--- src/rtl/mips_pkg.sv ---
// mips_pkg: shared ALU codes, opcode/funct fields, md_op encoding and md sequencer states
package mips_pkg;
  localparam logic [3:0] ALU_AND  = 4'b0000;
  localparam logic [3:0] ALU_OR   = 4'b0001;
  localparam logic [3:0] ALU_ADD  = 4'b0010;
  localparam logic [3:0] ALU_XOR  = 4'b0011;
  localparam logic [3:0] ALU_SUB  = 4'b0110;
  localparam logic [3:0] ALU_SLT  = 4'b0111;
  localparam logic [3:0] ALU_SLL  = 4'b1000;
  localparam logic [3:0] ALU_SRL  = 4'b1001;
  localparam logic [3:0] ALU_SRA  = 4'b1010;
  localparam logic [3:0] ALU_SLTU = 4'b1011;
  localparam logic [3:0] ALU_NOR  = 4'b1100;
  localparam logic [3:0] ALU_NOP  = 4'b1111;
  localparam logic [5:0] OP_RTYPE = 6'b000000;
  localparam logic [5:0] OP_BEQ   = 6'b000100;
  localparam logic [5:0] OP_ADDI  = 6'b001000;
  localparam logic [5:0] OP_ADDIU = 6'b001001;
  localparam logic [5:0] OP_SLTI  = 6'b001010;
  localparam logic [5:0] OP_SLTIU = 6'b001011;
  localparam logic [5:0] OP_ANDI  = 6'b001100;
  localparam logic [5:0] OP_ORI   = 6'b001101;
  localparam logic [5:0] OP_XORI  = 6'b001110;
  localparam logic [5:0] OP_LW    = 6'b100011;
  localparam logic [5:0] OP_SW    = 6'b101011;
  localparam logic [5:0] FN_SLL   = 6'b000000;
  localparam logic [5:0] FN_SRL   = 6'b000010;
  localparam logic [5:0] FN_SRA   = 6'b000011;
  localparam logic [5:0] FN_MFHI  = 6'b010000;
  localparam logic [5:0] FN_MTHI  = 6'b010001;
  localparam logic [5:0] FN_MFLO  = 6'b010010;
  localparam logic [5:0] FN_MTLO  = 6'b010011;
  localparam logic [5:0] FN_MULT  = 6'b011000;
  localparam logic [5:0] FN_MULTU = 6'b011001;
  localparam logic [5:0] FN_DIV   = 6'b011010;
  localparam logic [5:0] FN_DIVU  = 6'b011011;
  localparam logic [5:0] FN_ADD   = 6'b100000;
  localparam logic [5:0] FN_ADDU  = 6'b100001;
  localparam logic [5:0] FN_SUB   = 6'b100010;
  localparam logic [5:0] FN_SUBU  = 6'b100011;
  localparam logic [5:0] FN_AND   = 6'b100100;
  localparam logic [5:0] FN_OR    = 6'b100101;
  localparam logic [5:0] FN_XOR   = 6'b100110;
  localparam logic [5:0] FN_NOR   = 6'b100111;
  localparam logic [5:0] FN_SLT   = 6'b101010;
  localparam logic [5:0] FN_SLTU  = 6'b101011;
  typedef enum logic [1:0] {MD_MULT, MD_MULTU, MD_DIV, MD_DIVU} md_op_e;
  typedef enum logic [1:0] {S_IDLE, S_MUL, S_DIV, S_DONE} md_state_e;
  // MFHI/MTHI/MFLO/MTLO (0100xx) and MULT/MULTU/DIV/DIVU (0110xx)
  function automatic logic is_md_funct(input logic [5:0] f);
    return f[5:4] == 2'b01 && !f[2];
  endfunction
endpackage

--- src/rtl/alu_decode.sv ---
// alu_decode: combinational aluop/opcode/funct to alucontrol decode with illegal flag
module alu_decode
  import mips_pkg::*;
(
  input  logic [5:0] opcode,
  input  logic [5:0] funct,
  input  logic [1:0] aluop,
  output logic [3:0] alucontrol,
  output logic       illegal
);
  // md-class functs decode to NOP but are legal; everything unlisted is illegal
  always_comb begin
    alucontrol = ALU_NOP;
    illegal = 1'b0;
    case (aluop)
      2'b00: alucontrol = ALU_ADD;
      2'b01: alucontrol = ALU_SUB;
      2'b10:
        case (opcode)
          OP_ADDI, OP_ADDIU: alucontrol = ALU_ADD;
          OP_ANDI:           alucontrol = ALU_AND;
          OP_ORI:            alucontrol = ALU_OR;
          OP_XORI:           alucontrol = ALU_XOR;
          OP_SLTI:           alucontrol = ALU_SLT;
          OP_SLTIU:          alucontrol = ALU_SLTU;
          default:           illegal = 1'b1;
        endcase
      default:
        case (funct)
          FN_ADD, FN_ADDU: alucontrol = ALU_ADD;
          FN_SUB, FN_SUBU: alucontrol = ALU_SUB;
          FN_AND:          alucontrol = ALU_AND;
          FN_OR:           alucontrol = ALU_OR;
          FN_XOR:          alucontrol = ALU_XOR;
          FN_NOR:          alucontrol = ALU_NOR;
          FN_SLT:          alucontrol = ALU_SLT;
          FN_SLTU:         alucontrol = ALU_SLTU;
          FN_SLL:          alucontrol = ALU_SLL;
          FN_SRL:          alucontrol = ALU_SRL;
          FN_SRA:          alucontrol = ALU_SRA;
          default:         illegal = !is_md_funct(funct);
        endcase
    endcase
  end
endmodule

--- src/rtl/alu_control_md.sv ---
// alu_control_md: ALU control decode plus multiply/divide sequencer with HI/LO hazard stall
module alu_control_md
  import mips_pkg::*;
#(
  parameter int MUL_LAT = 4,
  parameter int DIV_LAT = 32,
  parameter int CNT_W   = 6
) (
  input  logic       clk,
  input  logic       rst_n,
  input  logic       valid,
  input  logic       flush,
  input  logic [5:0] opcode,
  input  logic [5:0] funct,
  input  logic [1:0] aluop,
  output logic [3:0] alucontrol,
  output logic       illegal,
  output logic       md_start,
  output logic [1:0] md_op,
  output logic       md_busy,
  output logic       stall,
  output logic       hi_we,
  output logic       lo_we,
  output logic       hilo_src
);
  md_state_e        state;
  md_op_e           op_q;
  logic [CNT_W-1:0] cnt;
  logic             md_class, idle, start, mt, wb;
  alu_decode u_dec (
    .opcode(opcode),
    .funct(funct),
    .aluop(aluop),
    .alucontrol(alucontrol),
    .illegal(illegal)
  );
  assign md_class = valid && aluop == 2'b11 && is_md_funct(funct);
  assign idle     = state == S_IDLE;
  assign start    = rst_n && idle && !flush && md_class && funct[3];
  assign mt       = rst_n && idle && !flush && md_class && !funct[3] && funct[0];
  assign wb       = state == S_DONE && !flush;
  assign md_start = start;
  assign md_op    = start ? funct[1:0] : op_q;
  assign md_busy  = !idle;
  assign stall    = !idle && md_class;
  assign hi_we    = wb || (mt && !funct[1]);
  assign lo_we    = wb || (mt && funct[1]);
  assign hilo_src = mt;
  // sequencer: load latency on start, count down to DONE, flush/reset abandon the result
  always_ff @(posedge clk or negedge rst_n)
    if (!rst_n) begin
      state <= S_IDLE;
      cnt   <= '0;
      op_q  <= MD_MULT;
    end else if (flush) begin
      state <= S_IDLE;
      cnt   <= '0;
    end else if (start) begin
      state <= funct[1] ? S_DIV : S_MUL;
      cnt   <= funct[1] ? CNT_W'(DIV_LAT - 1) : CNT_W'(MUL_LAT - 1);
      op_q  <= md_op_e'(funct[1:0]);
    end else if (state == S_DONE) begin
      state <= S_IDLE;
    end else if (!idle) begin
      cnt   <= cnt - 1'b1;
      state <= cnt == CNT_W'(1) ? S_DONE : state;
    end
endmodule

--- config.mk ---
export PLATFORM = sky130hd
export DESIGN_NAME = alu_control_md
export DESIGN_NICKNAME = d
export VERILOG_FILES = /design/src/rtl/mips_pkg.sv /design/src/rtl/alu_decode.sv /design/src/rtl/alu_control_md.sv
export SDC_FILE = /design/constraint.sdc
export NUM_CORES = 1
export LEC_CHECK = 0
export BUFFER_PORTS_ARGS = -buffer_cell sky130_fd_sc_hd__buf_2
export CORE_MARGIN = 1
export CORE_UTILIZATION = 40
export CTS_CLUSTER_DIAMETER = 30
export DETAILED_ROUTE_END_ITERATION = 10
export PLACE_DENSITY = 0.67
export SETUP_SLACK_MARGIN = 0.02
export SLEW_MARGIN = 20
export SYNTH_ARGS = -nofsm -noshare
export SYNTH_HDL_FRONTEND = slang
export SYNTH_HIERARCHICAL = 1
export SYNTH_SLANG_ARGS = --single-unit
--- constraint.sdc ---
create_clock -name clk -period 2.6 [get_ports clk]
set_clock_uncertainty 0.1 [all_clocks]
set_input_delay 0.52 -clock clk [delete_from_list [all_inputs] [get_ports clk]]
set_output_delay 0.52 -clock clk [all_outputs]
set_load 0.02 [all_outputs]
==> flow_summary_export.csv, run 1 <==
group,metric,value,unit
synthesis,yosysWarningCount,6,
floorplan,die_w,51.21,um
grt,grt_max_degree,12,
sta,tns,0,ns
worst_setup_path,ff2ff_path_depth,4,
run_status,status,"complete, no violations",
floorplan,dieArea,2622,um^2
worst_setup_path,critical_path_class,"flop to output port",
drt,routed_wl,2.372,mm
final_layout,n_fill_cell,218,
sta,slew_headroom,0.6585,
grt,grt_pass1_vias,876,
clock_network,cts_sinks,10,
placement,pre_cts_ws,0.09644,ns
sta,max_freq,393.4,MHz
final_layout,drive_above_1_share,0.3444,
drt,drtIter0Drc,12,
pwr,power,0.0004101,W
final_layout,layout_common_cells,"buf_2, nand2_1, buf_4, dfrtp_1, nor2_1",
synthesis,ys_async_sr_fraction,1.000,
sta,drv_slew,0,
final_layout,nets,172,
final_layout,syn_to_final_growth,26.74,%
clock_network,cts.path.max_buffers,2,
synthesis,synthCells,112,
placement,dp.final_hpwl,1.785,mm
sta,hold_viol_final,0,
drt,via_per_inst,5.547,
floorplan,io_pins,31,
grt,gr-total-overflow,0,
worst_setup_path,r2r_end,"state[1]$_DFFE_PN0P_",
worst_setup_path,end_kind,"output port",
synthesis,synth_edf_count,0,
clock_network,worstSkewPairLatency,0.27,ns
placement,gp_congestion,0.7852,
placement,portBuffers,30,
worst_setup_path,reg2reg_slack,0.63,ns
sta,setup_ws,0.05774,ns
synthesis,syn_avg_cell_area,8.647,um^2
drt,drt_first_pass_iters,5,
grt,track_usage,0.1919,
pwr,ir_drop,0.0002355,V
worst_setup_path,cp_max_fo,5,
pwr,p_leak,0.5786,nW
final_layout,final_common_cell,"buf_2",
clock_network,cts-root-buf,"clkbuf_4",
floorplan,start_util,0.4295,
sta,rsz0062_at_grt,"true",
clock_network,cts_max_level,1,
drt,wl_met3,67,um
worst_setup_path,cp.required,1.98,ns
pwr,p_per_area,334.1,nW/um^2
drt,highest_layer,"met4",
floorplan,coreArea,2255,um^2
sta,period_needed,2.542,ns
drt,dr_total_vias,993,
sta,setup_viol_count_final,0,
grt,grt_pass1_wl,3.788,mm
worst_setup_path,cp-start-kind,"flop",
drt,drt-met1-wl,1.050,mm
final_layout,diodes,0,
drt,drc,0,
synthesis,synth_nets,132,
sta,fin_crit_sh,0.9778,
floorplan,rows,17,
clock_network,numCtsBuffers,3,
clock_network,tritoncts,"built",
worst_setup_path,critPathArrivalTime,1.92,ns
drt,wl_met2,1.232,mm
worst_setup_path,r2r_start,"state[1]$_DFFE_PN0P_",
synthesis,ys_types,43,
min_path,hold_path_class,"input port to asynchronous set/reset pin",
synthesis,synth_flop_cell,"dfrtp_1",
drt,routedWlPerCell,13.25,um
drt,antenna_left,0,
floorplan,die_h,51.21,um
synthesis,seq_area_frac_synth,0.2584,
grt,antenna_found_initial,0,
synthesis,synth-seq-cells,10,
clock_network,clk_pin_slew,0.07,ns
job,drv_cap,0,
clock_network,hold_buffers,0,
sta,tightest_slew,0.5105,ns
synthesis,syn_area,968.4,um^2
==> routing by layer <==
metal  global-route usage  up-vias
li1                     -      495
met1               0.2382      473
met2               0.3443       20
met3              0.02083        5
met4              0.05556        0
met5                    0        -
==> synth_stat cells, types with 3 or more instances <==
| library cell | number | area (um^2) |
|---|---|---|
| nand2b_1 | 3 | 18.77 |
| nor3_1 | 3 | 15.01 |
| nor2_1 | 8 | 30.03 |
| nor2b_1 | 3 | 18.77 |
| o22ai_1 | 3 | 18.77 |
| xor2_1 | 5 | 43.79 |
| nand3_1 | 3 | 15.01 |
| xnor2_1 | 3 | 26.28 |
| nor3b_1 | 3 | 22.52 |
| nand2_1 | 12 | 45.04 |
| a21oi_1 | 6 | 30.03 |
| inv_1 | 7 | 26.28 |
| o21ai_0 | 4 | 20.02 |
| dfrtp_1 | 10 | 250.2 |
| buf_6 | 3 | 33.78 |
==> cell families (layout without fill, tap and decap cells) <==
kind of cell	count (synthesis)	in the layout	synth area share
flip-flops	10	10	0.2584
XOR/XNOR	8	8	0.07235
adder cells (fa/ha/maj)	3	3	0.03746
multiplexers	2	2	0.02325
AO/OA/AOI/OAI	29	29	0.2184
buffers and inverters	12	51	0.07105
AND/OR/NAND/NOR	48	48	0.3191
==> stage by stage <==
step / std cells / area [um^2] / hold slack (ns) / util
6_report: 179 / 1227 / 0.07526 / 0.5444
5_1_grt: 179 / 1227 / 0.09009 / 0.5444
4_1_cts: 177 / 1207 / 0.08155 / 0.5355
3_5_place_dp: 172 / 1164 / 0.3751 / 0.5161
3_3_place_gp: 172 / 1164 / 0.3638 / 0.5161
2_1_floorplan: 112 / 968.4 / 0.1244 / -
==> where the power goes <==
part,switching (W),leakage [nW],internal (W)
logic,0.0000625,0.425,0.0000441
registers,0.00000206,0.133,0.000159
clock network,0.0000573,0.0210,0.0000852
==> worst max-delay path, cell delays in order, from the launching register on <==
cell and delay [ns]:
dfrtp_2 0.44, or4b_4 0.51, nor4_4 0.18, mux2_1 0.36, buf_2 0.16
==> sequential cells by signal (all words and copies together), names as in the netlist <==
signal,flops
op_q,2
cnt,6
state,2
==> worst max-delay path by stage <==
stage                     to  slack (ns)                  from  cells after the start
floorplan           md_op[0]       -0.06                 flush                      4
global placement    md_op[0]        0.10                 flush                      5
detailed placement  md_op[0]         0.1                 flush                      5
CTS                 md_op[0]        0.04  state[0]$_DFFE_PN0P_                      4
global route        md_op[0]        0.01  state[0]$_DFFE_PN0P_                      4
finish              md_op[0]        0.06  state[0]$_DFFE_PN0P_                      4
==> repair_timing <==
| action | 4_1_cts | 5_1_grt |
|---|---|---|
| buffers inserted | 1 | 2 |
| gates cloned | 0 | 0 |
| resized for setup | 0 | 4 |
| setup endpoints to repair | 2 | 5 |
| pin swaps | 0 | 0 |
==> cell type report <==
class	instances	area, um^2	share of cell area
Multi-Input combinational cell	90	650.6	0.5301
Sequential cell	10	251.5	0.2049
Timing Repair Buffer	40	227.7	0.1855
Clock buffer	4	36.28	0.02956
Tap cell	28	35.03	0.02854
Inverter	7	26.28	0.02141
Power figures use the tool's default switching activity.
==> inputs of run 2 (changes only) <==
Settings changed: BUFFER_PORTS_ARGS -buffer_cell sky130_fd_sc_hd__buf_2 to unset, DONT_BUFFER_PORTS set to 1, PLACE_DENSITY 0.67 to 0.56.
==> flow_summary_export.csv, run 2 (synthesis gave the netlist of run 1 again) <==
group,metric,value,unit
run_status,status,"complete, no violations",
placement,place_area,1021,um^2
clock_network,worstSkewPairLatency,0.27,ns
worst_setup_path,cp.required,1.98,ns
drt,dr_total_vias,870,
floorplan,dieArea,2622,um^2
worst_setup_path,end_kind,"output port",
worst_setup_path,cp_cell_sequence,"or4b_4 > nor4_4 > buf_4 > o21ai_0 > buf_4",
final_layout,syn_to_final_growth,10.98,%
sta,drv_slew,0,
final_layout,largest-register,"cnt",
sta,rsz0062_at_grt,"true",
floorplan,start_util,0.4295,
grt,antenna_found_initial,0,
worst_setup_path,crit_path_top_delay_cell,"or4b_4",
worst_setup_path,critPathArrivalTime,1.95,ns
final_layout,layout_common_cells,"nand2_1, dfrtp_1, buf_4, nor2_1",
worst_setup_path,slowest_delay,0.54,ns
final_layout,fin_area,1075,um^2
clock_network,cts_max_level,1,
drt,drt_first_pass_iters,4,
worst_setup_path,r2r_end,"op_q[0]$_DFFE_PN0N_",
placement,gp_congestion,0.8302,
worst_setup_path,crit_family,"simple AND/OR/NAND/NOR gates",
final_layout,drive_above_1_share,0.2000,
final_layout,n_fill_cell,245,
clock_network,numCtsBuffers,3,
placement,pre_cts_ws,0.2311,ns
worst_setup_path,critical_path_class,"flop to output port",
clock_network,tritoncts,"built",
worst_setup_path,ff2ff_path_depth,4,
final_layout,nets,142,
drt,drc,0,
grt,track_usage,0.1866,
job,drv_cap,0,
sta,setup_ws,0.02989,ns
placement,dp.final_hpwl,1.553,mm
min_path,hold_depth,1,
worst_setup_path,reg2reg_slack,0.63,ns
grt,grt.busiest_layer,"met1",
clock_network,cts-root-buf,"clkbuf_4",
sta,hold_viol_final,0,
placement,portBuffers,0,
final_layout,diodes,0,
grt,met1_usage,0.2694,
drt,drtIter0Drc,15,
grt,gr-total-overflow,0,
clock_network,clk_pin_slew,0.06,ns
sta,slew_headroom,0.5654,
grt,grtUsageMet3,0.06845,
drt,routed_wl,2.159,mm
min_path,hold_start,"flush",
clock_network,cts_sinks,10,
floorplan,io_pins,31,
drt,via_per_inst,5.878,
clock_network,cts.path.max_buffers,2,
final_layout,top_regs,"cnt x6, op_q x2, state x2",
min_path,worstHoldEndpoint,"cnt[1]$_DFFE_PN0P_",
worst_setup_path,cpMostUsedCell,"buf_4",
sta,period_needed,2.570,ns
worst_setup_path,r2r_start,"state[1]$_DFFE_PN0P_",
grt,grt_pass1_vias,776,
worst_setup_path,cp_max_fo,6,
sta,hold_slack,0.2047,ns
worst_setup_path,cp-start-kind,"flop",
grt,grt_max_degree,12,
drt,routedWlPerCell,14.59,um
drt,antenna_left,0,
final_layout,largest_reg_flops,6,
floorplan,die_w,51.21,um
grt,gr-usage-met2,0.2544,
pwr,ir_drop,0.0002552,V
sta,fin_crit_sh,0.9885,
floorplan,rows,17,
grt,grt_pass1_wl,3.574,mm
sta,setup_viol_count_final,0,
final_layout,final_common_cell,"nand2_1",
sta,tightest_slew,0.6504,ns
pwr,p_per_area,312.1,nW/um^2
pwr,p_leak,0.4413,nW
worst_setup_path,worst-path-buf-inv,2,
floorplan,die_h,51.21,um
min_path,hold_path_class,"input port to flop",
floorplan,coreArea,2255,um^2
sta,max_freq,389.1,MHz
-- run 2: cell count changes in the layout (fill, tap and decap cells not counted), moves of 2 or more --
cell,previous run,this run
o22ai_2,0,2
buf_2,29,0
o22ai_1,3,1
buf_4,11,9
-- run 2: timing repair --
item / CTS / global route
pin swaps: 0 / 1
endpoints found under the setup margin: 1 / 4
buffers inserted: 0 / 1
hold buffers: 1 / 0
resized for setup: 0 / 5
endpoints found under the hold margin: 10 / 0
-- run 2: worst max-delay path by stage --
stage	start	to	cells after the start
after global placement	flush	md_op[1]	5
after detailed placement	flush	md_op[1]	5
after floorplan	flush	md_op[0]	4
final	state[1]$_DFFE_PN0P_	md_op[1]	5
after global routing	state[1]$_DFFE_PN0P_	md_op[1]	5
after CTS	state[1]$_DFFE_PN0P_	md_op[1]	5
-- run 2: metal layers --
layer,part of all wire,vias to the layer above
li1,-,432
met4,0.0083,0
met5,0,-
met1,0.50,409
met3,0.071,5
met2,0.42,24
-- run 2: through the flow --
stage / util / cells / setup TNS [ns] / total power [W]
after CTS: 0.4673 / 147 / 0 / 0.0003409
final: 0.4767 / 148 / 0 / 0.0003354
after global routing: 0.4767 / 148 / -0.1363 / 0.0003566
after floorplan: - / 112 / -0.09601 / 0.0002227
after detailed placement: 0.4528 / 143 / 0 / 0.0002282
after global placement: 0.4528 / 143 / 0 / 0.0002279
-- run 2: report_power, final --
| group | internal (W) | leakage (nW) | switching [W] |
|---|---|---|---|
| clock network | 0.0000534 | 0.0138 | 0.0000516 |
| registers | 0.000159 | 0.133 | 0.00000196 |
| logic | 0.0000321 | 0.295 | 0.0000374 |
| total | 0.000244 | 0.441 | 0.0000909 |
-- run 2: cell type report --
| class | count | area, um^2 | share of cell area |
|---|---|---|---|
| Sequential cell | 10 | 251.5 | 0.2340 |
| Multi-Input combinational cell | 90 | 661.9 | 0.6158 |
| Timing Repair Buffer | 10 | 77.57 | 0.07218 |
| Tap cell | 28 | 35.03 | 0.03260 |
| Clock buffer | 3 | 22.52 | 0.02095 |
| Inverter | 7 | 26.28 | 0.02445 |
==> inputs of run 3 (changes only) <==
Settings changed: CELL_PAD_IN_SITES_DETAIL_PLACEMENT set to 0, CELL_PAD_IN_SITES_GLOBAL_PLACEMENT set to 1, PLACE_DENSITY 0.56 to 0.72.
==> flow_summary_export.csv, run 3 (synthesis gave the netlist of run 1 again) <==
group,metric,value,unit
run_status,status,"complete, no violations",
placement,dpl.cell_count,143,
clock_network,numCtsBuffers,3,
sta,fin_crit_sh,0.9888,
grt,track_usage,0.1838,
worst_setup_path,cp-start-kind,"flop",
floorplan,coreArea,2255,um^2
min_path,hold_depth,1,
drt,drc,0,
grt,grt_max_degree,12,
final_layout,largest_reg_flops,6,
min_path,hold_path_class,"input port to flop",
final_layout,layout_common_cells,"nand2_1, buf_4, nor2_1, dfrtp_1, inv_1",
clock_network,clk_pin_slew,0.07,ns
worst_setup_path,cp.required,1.98,ns
placement,portBuffers,0,
placement,pre_cts_ws,0.1622,ns
final_layout,nets,145,
clock_network,worstSkewPairLatency,0.26,ns
placement,gp_congestion,0.7259,
drt,drtIter0Drc,22,
worst_setup_path,r2r_start,"state[1]$_DFFE_PN0P_",
min_path,hold_start,"flush",
clock_network,tritoncts,"built",
grt,antenna_found_initial,0,
final_layout,diodes,0,
drt,routedWlPerCell,14.75,um
floorplan,die_h,51.21,um
final_layout,final_cells,152,
pwr,p_leak,0.4654,nW
clock_network,cts.path.max_buffers,2,
final_layout,drive_above_1_share,0.2177,
grt,grt_pass1_wl,3.560,mm
pwr,power,0.0003726,W
final_layout,top_regs,"cnt x6, op_q x2, state x2",
sta,hold_viol_final,0,
clock_network,cts_sinks,10,
worst_setup_path,reg2reg_slack,0.52,ns
drt,dr_total_vias,875,
worst_setup_path,ff2ff_path_depth,4,
min_path,worstHoldEndpoint,"cnt[1]$_DFFE_PN0P_",
drt,antenna_left,0,
pwr,ir_drop,0.0001949,V
worst_setup_path,critPathArrivalTime,1.95,ns
worst_setup_path,end_kind,"output port",
drt,via_per_inst,5.757,
sta,drv_slew,0,
clock_network,cts-root-buf,"clkbuf_4",
drt,routed_wl,2.242,mm
floorplan,rows,17,
grt,gr-total-overflow,0,
final_layout,final_common_cell,"nand2_1",
sta,max_freq,389.0,MHz
worst_setup_path,r2r_end,"state[0]$_DFFE_PN0P_",
clock_network,cts_max_level,1,
final_layout,syn_to_final_growth,14.34,%
sta,tightest_slew,0.6689,ns
floorplan,die_w,51.21,um
sta,setup_ws,0.02920,ns
floorplan,io_pins,31,
sta,rsz0062_at_grt,"true",
sta,period_needed,2.571,ns
sta,slew_headroom,0.5531,
floorplan,start_util,0.4295,
final_layout,largest-register,"cnt",
floorplan,dieArea,2622,um^2
placement,dp.final_hpwl,1.620,mm
worst_setup_path,critical_path_class,"flop to output port",
job,drv_cap,0,
drt,drt_first_pass_iters,4,
pwr,p_per_area,336.5,nW/um^2
grt,grt_pass1_vias,760,
worst_setup_path,cp_max_fo,4,
sta,setup_viol_count_final,0,
[run 3: metal layers]
layer	share of wire	global-route usage
met1	0.51	0.2923
met2	0.41	0.2325
met3	0.072	0.04762
met4	0.0045	0.05556
met5	0	0
[run 3: worst max-delay path by stage]
stage / from / endpoint / slack (ns)
after floorplan: flush / md_op[0] / -0.06
after global placement: flush / md_op[1] / 0.21
after detailed placement: flush / md_op[1] / 0.16
after CTS: state[1]$_DFFE_PN0P_ / md_op[0] / 0.002
after global routing: state[1]$_DFFE_PN0P_ / md_op[0] / -0.03
final: state[1]$_DFFE_PN0P_ / md_op[0] / 0.03
[run 3: stage by stage]
step,cell area (um^2),utilization,setup TNS (ns),hold slack (ns)
6_report,1107,0.4911,0,0.2111
5_1_grt,1107,0.4911,-0.04871,0.1940
4_1_cts,1080,0.4789,0,0.2044
3_5_place_dp,1021,0.4528,0,0.1249
3_3_place_gp,1021,0.4528,0,0.1249
2_1_floorplan,968.4,-,-0.09601,0.1244
[run 3: area by class of cell]
class / instances / area, um^2
multi-input cells: 90 / 653.1
fillers: 221 / 1147
clock buffers: 4 / 36.28
repair buffers: 13 / 103.9
inverters: 7 / 26.28
flip-flops and latches: 10 / 252.7
well taps: 28 / 35.03
[run 3: what timing repair did]
action                                  in CTS  in global routing
resized for setup                            4                  2
setup buffers                                1                  3
hold buffers                                 1                  0
pin swaps                                    0                  2
endpoints found under the setup margin       2                  4
hold endpoints to repair                    10                  0
cloned                                       0                  0
[run 3: report_power, final]
part           total [W]  internal [W]  leakage [nW]  switching (W)
clock           0.000141     0.0000849        0.0210      0.0000558
sequential      0.000161      0.000159         0.131     0.00000196
combinational  0.0000712     0.0000335         0.313      0.0000376
[run 3: worst max-delay path, stage by stage, from the launching register on]
cell and delay, ns:
dfrtp_2 0.43, or4b_4 0.54, nor4_4 0.27, mux2_2 0.44
